===== src/rtl/alu_sequencer.sv =====
// alu_sequencer
// Multi-cycle Moore controller for the simple datapath.  It accepts one
// 16-bit instruction per s/w handshake, decodes it, and then walks through
// register reads, the ALU operation, status load and register write-back,
// driving the register-file, pipeline-register and ALU controls.
//
// Ports
//   clk       rising-edge clock
//   reset     synchronous, active-high reset
//   s         start request, sampled only while idle in WAIT
//   in        16-bit instruction, latched on an accepted start
//   w         1 = idle in WAIT and ready for s
//   readnum   register-file read address
//   writenum  register-file write address
//   write     register-file write enable
//   loada     load A pipeline register
//   loadb     load B pipeline register
//   loadc     load C result register
//   loads     load status (Z) register
//   asel      1 = ALU A input forced to 0
//   bsel      1 = ALU B input from sximm8 (always 0 in this instruction subset)
//   vsel      write-back source: 00 = C, 10 = sximm8
//   ALUop     ALU operation: 00 ADD, 01 SUB/CMP, 10 AND, 11 NOT B
//   shift     shifter control for the B path
//   sximm8    sign-extended imm8 of the latched instruction
//   illegal   one-cycle pulse on an undecodable instruction
//
// Handshake: w is high exactly while the controller sits in WAIT.  A start
// is accepted on a rising edge where w=1 and s=1; `in` is captured on that
// same edge.  s and `in` are ignored in every other state, so s may be held
// high and will be re-accepted in the first WAIT cycle after completion.
//
// The current FSM state is kept in the signal `state` for inspection.

module alu_sequencer #(
   parameter int WIDTH = 16
) (
   input  logic             clk,
   input  logic             reset,
   input  logic             s,
   input  logic [15:0]      in,
   output logic             w,
   output logic [2:0]       readnum,
   output logic [2:0]       writenum,
   output logic             write,
   output logic             loada,
   output logic             loadb,
   output logic             loadc,
   output logic             loads,
   output logic             asel,
   output logic             bsel,
   output logic [1:0]       vsel,
   output logic [1:0]       ALUop,
   output logic [1:0]       shift,
   output logic [WIDTH-1:0] sximm8,
   output logic             illegal
);

   typedef enum logic [2:0] {
      S_WAIT      = 3'd0,
      S_DECODE    = 3'd1,
      S_ILLEGAL   = 3'd2,
      S_WRITE_IMM = 3'd3,
      S_GET_A     = 3'd4,
      S_GET_B     = 3'd5,
      S_EXEC      = 3'd6,
      S_WRITE_REG = 3'd7
   } state_t;

   state_t      state;
   state_t      state_next;
   logic [15:0] instr;

   // Latched instruction fields
   logic [2:0] opcode;
   logic [1:0] op;
   logic [2:0] rn;
   logic [2:0] rd;
   logic [1:0] sh;
   logic [2:0] rm;
   logic [7:0] imm8;

   assign opcode = instr[15:13];
   assign op     = instr[12:11];
   assign rn     = instr[10:8];
   assign rd     = instr[7:5];
   assign sh     = instr[4:3];
   assign rm     = instr[2:0];
   assign imm8   = instr[7:0];

   // Instruction classes
   logic is_mov_imm;
   logic is_mov_reg;
   logic is_alu;
   logic is_cmp;
   logic is_mvn;

   assign is_mov_imm = (opcode == 3'b110) && (op == 2'b10);
   assign is_mov_reg = (opcode == 3'b110) && (op == 2'b00);
   assign is_alu     = (opcode == 3'b101);
   assign is_cmp     = is_alu && (op == 2'b01);
   assign is_mvn     = is_alu && (op == 2'b11);

   // Held constant from the accepting edge until the next accepted start.
   assign sximm8 = {{(WIDTH-8){imm8[7]}}, imm8};

   // State register and instruction latch
   always_ff @(posedge clk) begin
      if (reset) begin
         state <= S_WAIT;
         instr <= 16'h0000;
      end else begin
         state <= state_next;
         if (state == S_WAIT && s) begin
            instr <= in;
         end
      end
   end

   // Next-state and Moore output decode
   always_comb begin
      state_next = state;
      w          = 1'b0;
      readnum    = 3'd0;
      writenum   = 3'd0;
      write      = 1'b0;
      loada      = 1'b0;
      loadb      = 1'b0;
      loadc      = 1'b0;
      loads      = 1'b0;
      asel       = 1'b0;
      bsel       = 1'b0;
      vsel       = 2'b00;
      ALUop      = 2'b00;
      shift      = 2'b00;
      illegal    = 1'b0;

      case (state)
         S_WAIT: begin
            w = 1'b1;
            if (s) begin
               state_next = S_DECODE;
            end
         end

         S_DECODE: begin
            if (is_mov_imm) begin
               state_next = S_WRITE_IMM;
            end else if (is_mov_reg || is_mvn) begin
               // Single-operand forms only need the B operand.
               state_next = S_GET_B;
            end else if (is_alu) begin
               state_next = S_GET_A;
            end else begin
               state_next = S_ILLEGAL;
            end
         end

         S_ILLEGAL: begin
            illegal    = 1'b1;
            state_next = S_WAIT;
         end

         S_WRITE_IMM: begin
            vsel       = 2'b10;
            writenum   = rn;
            write      = 1'b1;
            state_next = S_WAIT;
         end

         S_GET_A: begin
            readnum    = rn;
            loada      = 1'b1;
            state_next = S_GET_B;
         end

         S_GET_B: begin
            readnum    = rm;
            loadb      = 1'b1;
            state_next = S_EXEC;
         end

         S_EXEC: begin
            shift = sh;
            if (is_mov_reg) begin
               // MOV reg computes 0 + shifted B.
               ALUop = 2'b00;
               asel  = 1'b1;
               loadc = 1'b1;
            end else if (is_cmp) begin
               // CMP only updates status; nothing is written back.
               ALUop = 2'b01;
               loads = 1'b1;
            end else begin
               ALUop = op;
               loadc = 1'b1;
            end
            state_next = is_cmp ? S_WAIT : S_WRITE_REG;
         end

         S_WRITE_REG: begin
            vsel       = 2'b00;
            writenum   = rd;
            write      = 1'b1;
            state_next = S_WAIT;
         end

         default: begin
            state_next = S_WAIT;
         end
      endcase
   end

endmodule


===== config.mk =====
export PLATFORM = sky130hd
export DESIGN_NAME = alu_sequencer
export DESIGN_NICKNAME = d
export VERILOG_FILES = /design/src/rtl/alu_sequencer.sv
export SDC_FILE = /design/constraint.sdc
export NUM_CORES = 1
export LEC_CHECK = 0
export ABC_AREA = 0
export BUFFER_PORTS_ARGS = -buffer_cell sky130_fd_sc_hd__buf_2
export CAP_MARGIN = 10
export CORE_MARGIN = 8
export CORE_UTILIZATION = 45
export DETAILED_ROUTE_END_ITERATION = 16
export PLACE_DENSITY = 0.91
export SLEW_MARGIN = 15
export SYNTH_ARGS = -nofsm -noshare
export SYNTH_HDL_FRONTEND = slang
export SYNTH_SLANG_ARGS = --single-unit

===== constraint.sdc =====
create_clock -name clk -period 1.6 [get_ports clk]
set_clock_uncertainty 0.05 [all_clocks]
set_input_delay 0.24 -clock clk [delete_from_list [all_inputs] [get_ports clk]]
set_output_delay 0.24 -clock clk [all_outputs]
set_load 0.1 [all_outputs]

==> results of run 1 <==
## cell type report
type                            instances  share of cell area
Timing Repair Buffer                   81               0.393
Multi-Input combinational cell         96               0.382
Sequential cell                        19               0.185
Tap cell                               30              0.0174
Clock buffer                            4              0.0122
Inverter                                4              0.0110
## stage by stage
stage	instance area (sq um)	setup slack, ps	TNS [ps]	hold slack, ps	util
finish	2150	-210	-2520	116	0.885
global route	2150	-268	-4180	108	0.885
CTS	1880	-126	-1490	134	0.773
detailed placement	1700	28.2	0	411	0.700
global placement	1700	84.4	0	398	0.700
floorplan	1250	-349	-6030	335	-
## repair_timing
item	4_1_cts	5_1_grt
gates resized for setup	26	59
setup endpoints to repair	18	40
hold endpoints to repair	0	0
buffers inserted	10	9
pin swaps	4	26
cloned	0	1
## sequential cells by signal, summed over array words and instances, names as in the netlist
| name | flops |
|---|---|
| state | 3 |
| instr | 16 |
## power by group through the flow
stage / sequential (mW) / combinational, mW / clock (mW)
after floorplan: 0.563 / 0.618 / 0
after global placement: 0.580 / 0.679 / 0
after global routing: 0.590 / 0.947 / 0.274
after detailed placement: 0.585 / 0.691 / 0
final: 0.585 / 0.920 / 0.248
after CTS: 0.574 / 0.742 / 0.240
## path summary, 6_finish.rpt
check / endpoint / slack [ps] / cells past startpoint
worst max-delay path: loadc / -210 / 5
worst min-delay path: instr[9] / 120 / 3
worst max register to register: state[0] / -90 / 7
worst min register to register: instr[3] / 440 / 2
## worst reg2reg max path: cells and delay by family (launching register included)
family          cells  cell delay, ps
buf+inv             4             470
flops               1             450
simple gates        2             440
compound gates      1             200
## cell usage in the layout (no fill, tap or decap), drive strengths merged
cell / count
nand3: 1
mux2: 1
nand4b: 1
nand2: 37
dfxtp: 19
a211o: 1
a311oi: 1
and2: 7
a21oi: 18
a21bo: 1
nor2b: 2
nor3: 3
clkbuf: 6
a32oi: 1
clkinvlp: 1
mux2i: 3
o21ai: 1
nor2: 8
conb: 2
nor3b: 1
inv: 3
nand3b: 2
a22o: 3
buf: 79
nor4: 2
## cell usage after synthesis, types with 2 or more instances
library cell,count
nand2_1,37
dfxtp_1,19
buf_4,18
a21oi_2,10
a21oi_1,8
nor2_1,8
and2_1,6
a22o_1,3
buf_2,3
inv_1,3
mux2i_1,3
buf_6,2
nand3b_1,2
nor3_1,2
nor4_1,2
## cells by family after synthesis
| family | after synthesis | share of synthesized area |
|---|---|---|
| AO/OA/AOI/OAI | 26 | 0.176 |
| buffers and inverters | 29 | 0.181 |
| multiplexers | 4 | 0.0361 |
| AND/OR/NAND/NOR | 64 | 0.271 |
| flip-flops | 19 | 0.333 |
| other | 1 | 0.00328 |
## routing by layer
metal	part of all wire	up-vias	global-route usage
met4	0.053	0	0.101
met2	0.53	90	0.338
met5	0	-	0
met3	0.071	20	0.0322
li1	-	577	-
met1	0.35	629	0.179
==> flow_summary.yaml, run 1 <==
global_routing:
  grt_use_total: 0.179
  grt_max_degree: 20
  grt_first_pass_wirelength_um: 6130
  grt_antenna_before_repair: 0
  overflow: 0
  grt_pass1_vias: 1197
sta:
  hold_viol_final: 0
  slew_violations: 0
  fin_crit_ps: 1810
  max_slew.worst_pin.slew_ps: 553
  rsz0062_at_grt: "yes"
  fmax_mhz: 552
  setup_viol: 34
  fin_crit_sh: 1.13
  relSlewSlack: 0.631
  timing.final.ws_setup_ps: -210
power:
  swShare: 0.480
  power.density_mw_per_mm2: 814
  switching_power_mw: 0.842
  ir_worst_vdd_v: 0.000725
  combinationalPowerShare: 0.525
  clkPwrFrac: 0.141
  fin_total_pwr_mw: 1.75
  pwr-share-seq: 0.334
  p_leak_nw: 0.912
  p_int_mw: 0.911
clocking:
  cts_tree: "yes"
  ctsRootBufferMaster: "clkbuf_4"
  h-tree-depth: 1
  cts_buffer_depth: 2
  clock_sinks: 19
  cts_buffers: 3
  clkTransAtPathRegs_ps: 120
  cts_hold_buffers: 0
  clk-insertion-delay-late_ps: 300
finish:
  num_antenna_cells: 0
  nets: 224
  layout-drive-gt1-share: 0.760
  instances_no_fill: 234
  multiInputGateArea_sq_um: 822
  regArea_sq_um: 398
  area.growth.synth_to_final_pct: 88.5
  fill_cells: 99
hold_path:
  hp-class: "in2reg"
  worstHoldStart: "in[9]"
routing:
  wl_per_cell_um: 21.6
  first_iter_violations: 103
  dr.pass1.iters: 4
  dr_total_vias: 1316
  viasPerCell: 5.62
  drc: 0
  wl_um: 5060
  ant_nets: 0
synthesis:
  synth_seq_cells: 19
  synthTopCellsByArea: "dfxtp_1, nand2_1, buf_4"
  yosysTopAreaCellShare: 0.333
  synth_top_area_cell: "dfxtp_1"
  yosysWarningCount: 0
  netlist_instances: 143
  avgSynthCellArea_sq_um: 7.99
  ys.flop_type: "dfxtp_1"
  yosysUniqueCellTypes: 32
  ys_seq_area_frac: 0.333
  syn_area_sq_mm: 0.00114
  synth_edf_count: 0
  synthArstFlopShare: 0
worst_setup_path:
  worstSetupPathType: "reg2out"
  end_kind: "primary output"
  worstPathCellList: "inv_6 -> nor3b_4 -> nand2_2 -> clkinvlp_4 -> buf_12"
  max_stage_delay_ps: 450
  critPathTopFamily: "flip-flops"
  worst_ep_required_time_ps: 1310
  cp-start-kind: "register"
  timing.rr.start: "state[1]"
  critPathMaxFanout: 6
  critPathBufInv: 3
  cp-startpoint: "state[1]"
  cp_slowest_cell: "dfxtp_4"
  arrival_ps: 1520
floorplanning:
  fp.dieW_um: 66.4
  dieArea_sq_mm: 0.00441
  rows: 18
  ios: 56
  core_sq_mm: 0.00243
  initial_core_util: 0.470
  die_h_um: 66.4
placement:
  gp_congestion: 0.913
  dp_hpwl_um: 2690
  dpl.cell_count: 210
  port_buffers: 53
outcome:
  status: "finished, violations left"
  violations: "setup timing"
run:
  max-cap-violations: 0
(Power assumes the default switching activity.)
==> run 2: changes to the inputs <==
--- a/config.mk
+++ b/config.mk
@@ -5,13 +5,13 @@
 export SDC_FILE = /design/constraint.sdc
 export NUM_CORES = 1
 export LEC_CHECK = 0
-export ABC_AREA = 0
+export ABC_AREA = 1
 export BUFFER_PORTS_ARGS = -buffer_cell sky130_fd_sc_hd__buf_2
 export CAP_MARGIN = 10
 export CORE_MARGIN = 8
-export CORE_UTILIZATION = 45
+export CORE_UTILIZATION = 43
 export DETAILED_ROUTE_END_ITERATION = 16
-export PLACE_DENSITY = 0.91
+export PLACE_DENSITY = 0.89
 export SLEW_MARGIN = 15
 export SYNTH_ARGS = -nofsm -noshare
 export SYNTH_HDL_FRONTEND = slang
==> flow_summary.yaml, run 2 <==
synthesis:
  yosysWarningCount: 0
  synth_seq_cells: 19
  synthArstFlopShare: 0
  synthTopCellsByArea: "dfxtp_1, buf_4, nand2_1"
  synth_common_cells: "nand2_1, inv_1, dfxtp_1"
  netlist_instances: 152
  synth_most_common_cell: "nand2_1"
  avgSynthCellArea_sq_um: 6.80
  synth_edf_count: 0
  ys_seq_area_frac: 0.368
  yosysUniqueCellTypes: 18
  ys.flop_type: "dfxtp_1"
  syn_area_sq_mm: 0.00103
  synth_top_area_cell: "dfxtp_1"
  yosysTopAreaCellShare: 0.368
clocking:
  clk-insertion-delay-late_ps: 310
  ctsRootBufferMaster: "clkbuf_4"
  cts_buffers: 3
  cts_hold_buffers: 0
  h-tree-depth: 1
  cts_tree: "yes"
  clkTransAtPathRegs_ps: 110
  cts_buffer_depth: 2
  clock_sinks: 19
global_routing:
  overflow: 0
  grt_first_pass_wirelength_um: 6090
  grt_antenna_before_repair: 0
  grt_use_total: 0.183
  grt_max_degree: 31
  grt_pass1_vias: 1219
floorplanning:
  core_sq_mm: 0.00223
  initial_core_util: 0.463
  ios: 56
  die_h_um: 65.0
  fp.dieW_um: 65.0
  rows: 17
  dieArea_sq_mm: 0.00423
routing:
  first_iter_violations: 87
  wl_per_cell_um: 18.2
  dr.pass1.iters: 4
  viasPerCell: 5.39
  ant_nets: 0
  dr_total_vias: 1245
  wl_um: 4200
  drc: 0
hold_path:
  hp-class: "in2reg"
  hold_end: "instr[15]"
  hold_depth: 3
  worstHoldStart: "in[15]"
worst_setup_path:
  cp-start-kind: "register"
  worstSetupPathType: "reg2out"
  arrival_ps: 1470
  worst_ep_required_time_ps: 1310
  timing.rr.end: "instr[1]"
  end_kind: "primary output"
  timing.rr.start: "state[0]"
  max_stage_delay_ps: 370
  worstPathCellList: "inv_2 -> nor2_2 -> nand2_2 -> nand2_2 -> clkinvlp_4 -> buf_12"
  critPathMaxFanout: 4
  critPathBufInv: 3
  reg2reg_depth: 6
  r2r_slack_ps: 80
  cp_slowest_cell: "dfxtp_2"
  critPathTopFamily: "buffers and inverters"
  worst_path_most_repeated_cell: "nand2_2"
placement:
  dp_hpwl_um: 2500
  pre_cts_ws_ps: 15.4
  gp_congestion: 0.788
  port_buffers: 53
finish:
  mostFrequentLayoutCell: "buf_2"
  largest_register: "instr"
  layout-drive-gt1-share: 0.571
  area.growth.synth_to_final_pct: 81.1
  largest_reg_flops: 16
  nets: 223
  num_antenna_cells: 0
  final_cell_mix: "buf_2, nand2_1, buf_12, a21oi_1, inv_1"
  utilization: 0.838
  reg_top3: "instr: 16 flops, state: 3 flops"
sta:
  fin_crit_ps: 1760
  rsz0062_at_grt: "yes"
  setup_viol: 14
  fin_crit_sh: 1.10
  fmax_mhz: 569
  timing.final.ws_setup_ps: -157
  relSlewSlack: 0.661
  max_slew.worst_pin.slew_ps: 511
  slew_violations: 0
  hold_viol_final: 0
power:
  ir_worst_vdd_v: 0.000737
  p_leak_nw: 0.822
  power.density_mw_per_mm2: 755
outcome:
  violations: "setup timing"
  status: "finished, violations left"
run:
  max-cap-violations: 0
[run 2: cell count changes in the layout (fill, tap and decap cells not counted), moves of 5 or more]
cell and change:
inv_4 +5, and2_4 -7, buf_4 -11, nand2_2 -9, o22ai_4 +6, o21ai_1 +12
nor2_4 +6, inv_1 +14, buf_2 +6, a21oi_1 +16, a21oi_2 -16
[run 2: worst min-delay path, stage by stage]
cell	delay, ps
buf_2	90
nand2_1	50
a21oi_1	50
[run 2: per-layer routing]
layer  GRT usage  part of all wire
met1       0.188              0.38
met2       0.323              0.50
met3      0.0430             0.084
met4       0.125             0.036
met5           0                 0
[run 2: worst max-delay path by stage]
stage / startpoint / endpoint / slack (ps) / cells past startpoint
after global placement: state[1] / readnum[0] / 80 / 4
after global routing: instr[11] / loadc / -230 / 6
after detailed placement: state[1] / readnum[2] / 20 / 4
final: instr[11] / loadc / -160 / 6
after floorplan: state[0] / writenum[0] / -390 / 4
after CTS: state[2] / readnum[2] / -100 / 5
[run 2: repair_timing]
item                                    CTS  global route
setup buffers                            10             3
endpoints found under the setup margin   15            31
gates resized for setup                  21            11
pin swaps                                13             9
[run 2: final cells by class]
cell class                 count  area [sq um]
clock buffer                   4          26.3
tap                           28          35.0
fill                         124           362
multi-input combinational     87           609
timing repair buffer          68           682
sequential                    19           397
inverter                      25           123
[run 2: cells by family after synthesis]
logic type | share of synthesized area
AND/OR/NAND/NOR | 0.190
buffers and inverters | 0.246
AO/OA/AOI/OAI | 0.193
flip-flops | 0.368
other | 0.00363
[run 2: stage by stage]
| stage | power (mW) | hold slack (ps) | cells | area [sq um] | setup TNS [ps] |
|---|---|---|---|---|---|
| floorplan | 1.07 | 250 | 153 | 1220 | -6090 |
| global placement | 1.11 | 420 | 214 | 1650 | 0 |
| detailed placement | 1.12 | 426 | 214 | 1650 | 0 |
| CTS | 1.38 | 110 | 228 | 1810 | -858 |
| global route | 1.47 | 110 | 231 | 1870 | -2160 |
| finish | 1.41 | 106 | 231 | 1870 | -1290 |
[run 2: where the power goes]
group	total, mW	internal [mW]	switching, mW
registers	0.548	0.512	0.0362
logic	0.616	0.123	0.494
clock network	0.249	0.0975	0.151
total	1.41	0.732	0.681
==> run 3: changes to the inputs <==
--- a/config.mk
+++ b/config.mk
@@ -12,6 +12,7 @@
 export CORE_UTILIZATION = 43
 export DETAILED_ROUTE_END_ITERATION = 16
 export PLACE_DENSITY = 0.89
+export SETUP_SLACK_MARGIN = 0.3
 export SLEW_MARGIN = 15
 export SYNTH_ARGS = -nofsm -noshare
 export SYNTH_HDL_FRONTEND = slang
==> flow_summary.yaml, run 3 <==
clocking:
  cts_hold_buffers: 0
  ctsRootBufferMaster: "clkbuf_4"
  clock_sinks: 19
  h-tree-depth: 1
  cts_buffers: 3
  cts_buffer_depth: 2
synthesis:
  synth_seq_cells: 19
  synth_edf_count: 0
  ys_seq_area_frac: 0.368
  synth_common_cells: "nand2_1, inv_1, dfxtp_1"
  avgSynthCellArea_sq_um: 6.80
  netlist_instances: 152
  yosysTopAreaCellShare: 0.368
  synthTopCellsByArea: "dfxtp_1, buf_4, nand2_1"
  synth_most_common_cell: "nand2_1"
  yosysWarningCount: 0
  synth_top_area_cell: "dfxtp_1"
  syn_area_sq_mm: 0.00103
  synthArstFlopShare: 0
  ys.flop_type: "dfxtp_1"
  yosysUniqueCellTypes: 18
outcome:
  status: "stopped before the end"
  run.stop_error: "[ERROR DPL-0038] Utilization greater than 100%, impossible to legalize"
  stop_stage: "global routing"
sta:
  worst_endpoint: "writenum[2]"
  endpoint_type: "output port"
placement:
  port_buffers: 53
  dp_hpwl_um: 2740
  dpl_cell_area_sq_mm: 0.00170
  pre_cts_ws_ps: 47.6
  gp_congestion: 0.830
  dpl.cell_count: 217
global_routing:
  grt_max_degree: 16
floorplanning:
  rows: 17
  fp.dieW_um: 65.0
  die_h_um: 65.0
  ios: 56
  initial_core_util: 0.463
[run 3: through the flow]
| step | setup TNS (ps) | hold slack (ps) |
|---|---|---|
| after floorplan | -7670 | 250 |
| after global placement | 0 | 423 |
| after detailed placement | 0 | 440 |
| after CTS | -1420 | 107 |
[run 3: repair_timing]
item | in CTS
setup buffers | 8
resized for setup | 98
cloned | 2
pin swaps | 19
setup endpoints to repair | 52
[run 3: cell families after synthesis]
family,Yosys count,synth area share
and+or+nand+nor,47,0.190
buffers and inverters,47,0.246
AOI/OAI and AO/OA,38,0.193
DFF,19,0.368
other,1,0.00363
==> run 4: changes to the inputs <==
--- a/config.mk
+++ b/config.mk
@@ -8,11 +8,10 @@
 export ABC_AREA = 1
 export BUFFER_PORTS_ARGS = -buffer_cell sky130_fd_sc_hd__buf_2
 export CAP_MARGIN = 10
-export CORE_MARGIN = 8
-export CORE_UTILIZATION = 43
+export CORE_AREA = 8 8 69 71
 export DETAILED_ROUTE_END_ITERATION = 16
-export PLACE_DENSITY = 0.89
-export SETUP_SLACK_MARGIN = 0.3
+export DIE_AREA = 0 0 77 79
+export PLACE_DENSITY_LB_ADDON = 0.15
 export SLEW_MARGIN = 15
 export SYNTH_ARGS = -nofsm -noshare
 export SYNTH_HDL_FRONTEND = slang
==> flow_summary.yaml, run 4 (synthesis gave the netlist of run 2 again) <==
outcome:
  status: "finished, violations left"
  violations: "setup timing"
power:
  switching_power_mw: 0.683
  p_leak_nw: 0.828
  clkPwrFrac: 0.234
  p_int_mw: 0.812
  pwr-share-seq: 0.363
  power.density_mw_per_mm2: 789
  ir_worst_vdd_v: 0.000409
  swShare: 0.457
  combinationalPowerShare: 0.403
worst_setup_path:
  worst_ep_required_time_ps: 1310
  arrival_ps: 1350
  cp-start-kind: "register"
  critPathMaxFanout: 5
  cp-startpoint: "state[1]"
  r2r_slack_ps: 150
  worstSetupPathType: "reg2out"
  max_stage_delay_ps: 390
  reg2reg_depth: 6
  worst_path_most_repeated_cell: "buf_6"
  end_kind: "primary output"
  timing.rr.start: "state[1]"
  worstPathCellList: "buf_6 -> nor3_4 -> buf_6 -> buf_12"
  cp_slowest_cell: "dfxtp_4"
  timing.rr.end: "instr[10]"
sta:
  timing.hold.ws_ps: 156
  hold_viol_final: 0
  timing.final.ws_setup_ps: -37.7
  fin_crit_sh: 1.02
  setup_tns_ps: -187
  slew_violations: 0
  fin_crit_ps: 1640
  fmax_mhz: 611
  rsz0062_at_grt: "yes"
  setup_viol: 11
global_routing:
  grt_pass1_vias: 1153
  grt_antenna_before_repair: 0
  grt_max_degree: 23
  grt_use_total: 0.108
  grt_first_pass_wirelength_um: 5370
  overflow: 0
finish:
  largest_register: "instr"
  largest_reg_flops: 16
  final_cell_mix: "buf_2, buf_12, nand2_1, a21oi_1, inv_1"
  instances_no_fill: 251
  num_antenna_cells: 0
  reg_top3: "instr: 16 flops, state: 3 flops"
  mostFrequentLayoutCell: "buf_2"
  nets: 221
  final_cell_area_sq_mm: 0.00190
  layout-drive-gt1-share: 0.577
  area.growth.synth_to_final_pct: 83.4
placement:
  pre_cts_ws_ps: 24.8
  port_buffers: 53
  dp_hpwl_um: 2500
  dpl.cell_count: 237
  gp_congestion: 0.755
  dpl_cell_area_sq_mm: 0.00169
clocking:
  cts_buffers: 3
  h-tree-depth: 1
  ctsRootBufferMaster: "clkbuf_8"
  cts_tree: "yes"
  clock_sinks: 19
  cts_buffer_depth: 2
  clkTransAtPathRegs_ps: 80
  clk-insertion-delay-late_ps: 260
  cts_hold_buffers: 0
floorplanning:
  dieArea_sq_mm: 0.00608
  fp.dieW_um: 77
  initial_core_util: 0.272
  core_sq_mm: 0.00380
  rows: 23
  die_h_um: 79
  ios: 56
routing:
  dr.pass1.iters: 4
  wl_per_cell_um: 12.8
  ant_nets: 0
  wl_um: 3220
  drc: 0
  first_iter_violations: 67
  viasPerCell: 4.37
  dr_total_vias: 1096
hold_path:
  worstHoldStart: "in[14]"
  hold_end: "instr[14]"
  hp-class: "in2reg"
  hold_depth: 3
run:
  max-cap-violations: 0
-- run 4: timing repair --
action / 4_1_cts / 5_1_grt
setup buffers: 9 / 1
gates resized for setup: 26 / 4
pin swaps: 10 / 4
endpoints found under the setup margin: 15 / 15
-- run 4: through the flow --
stage / util / total power, mW
3_3_place_gp: 0.444 / 1.12
5_1_grt: 0.499 / 1.57
3_5_place_dp: 0.444 / 1.13
4_1_cts: 0.493 / 1.51
6_report: 0.499 / 1.49
2_1_floorplan: - / 1.07
-- run 4: layout make-up --
class | instances | area, sq um
clock buffers | 3 | 41.3
multi-input cells | 87 | 616
inverters | 25 | 120
well taps | 50 | 62.6
clock inverters | 1 | 5.00
flip-flops and latches | 19 | 394
repair buffers | 66 | 657
fillers | 371 | 1900
-- run 4: critical path, delay by kind of cell, from the launching register on --
kind / cells / cell delay (ps)
flops: 1 / 390
simple gates: 1 / 260
buf+inv: 3 / 440
-- run 4: worst max-delay path by stage --
stage / endpoint / slack (ps) / cells past startpoint
2_1_floorplan: writenum[0] / -390 / 4
3_3_place_gp: readnum[0] / 70 / 4
3_5_place_dp: readnum[0] / 20 / 4
4_1_cts: loads / -30 / 6
5_1_grt: readnum[1] / -90 / 5
6_report: w / -40 / 4
-- run 4: layer usage --
layer	track usage	wire length, um	vias up
met5	0	0	-
met2	0.187	1600	36
li1	-	-	558
met1	0.113	1260	496
met3	0.0519	305	6
met4	0.0396	51	0
-- run 4: power by group through the flow --
stage               clock network [mW]  registers [mW]  logic (mW)
floorplan                            0           0.546       0.525
global placement                     0           0.547       0.576
detailed placement                   0           0.550       0.578
CTS                              0.363           0.542       0.602
global route                     0.382           0.549       0.634
finish                           0.351           0.542       0.602
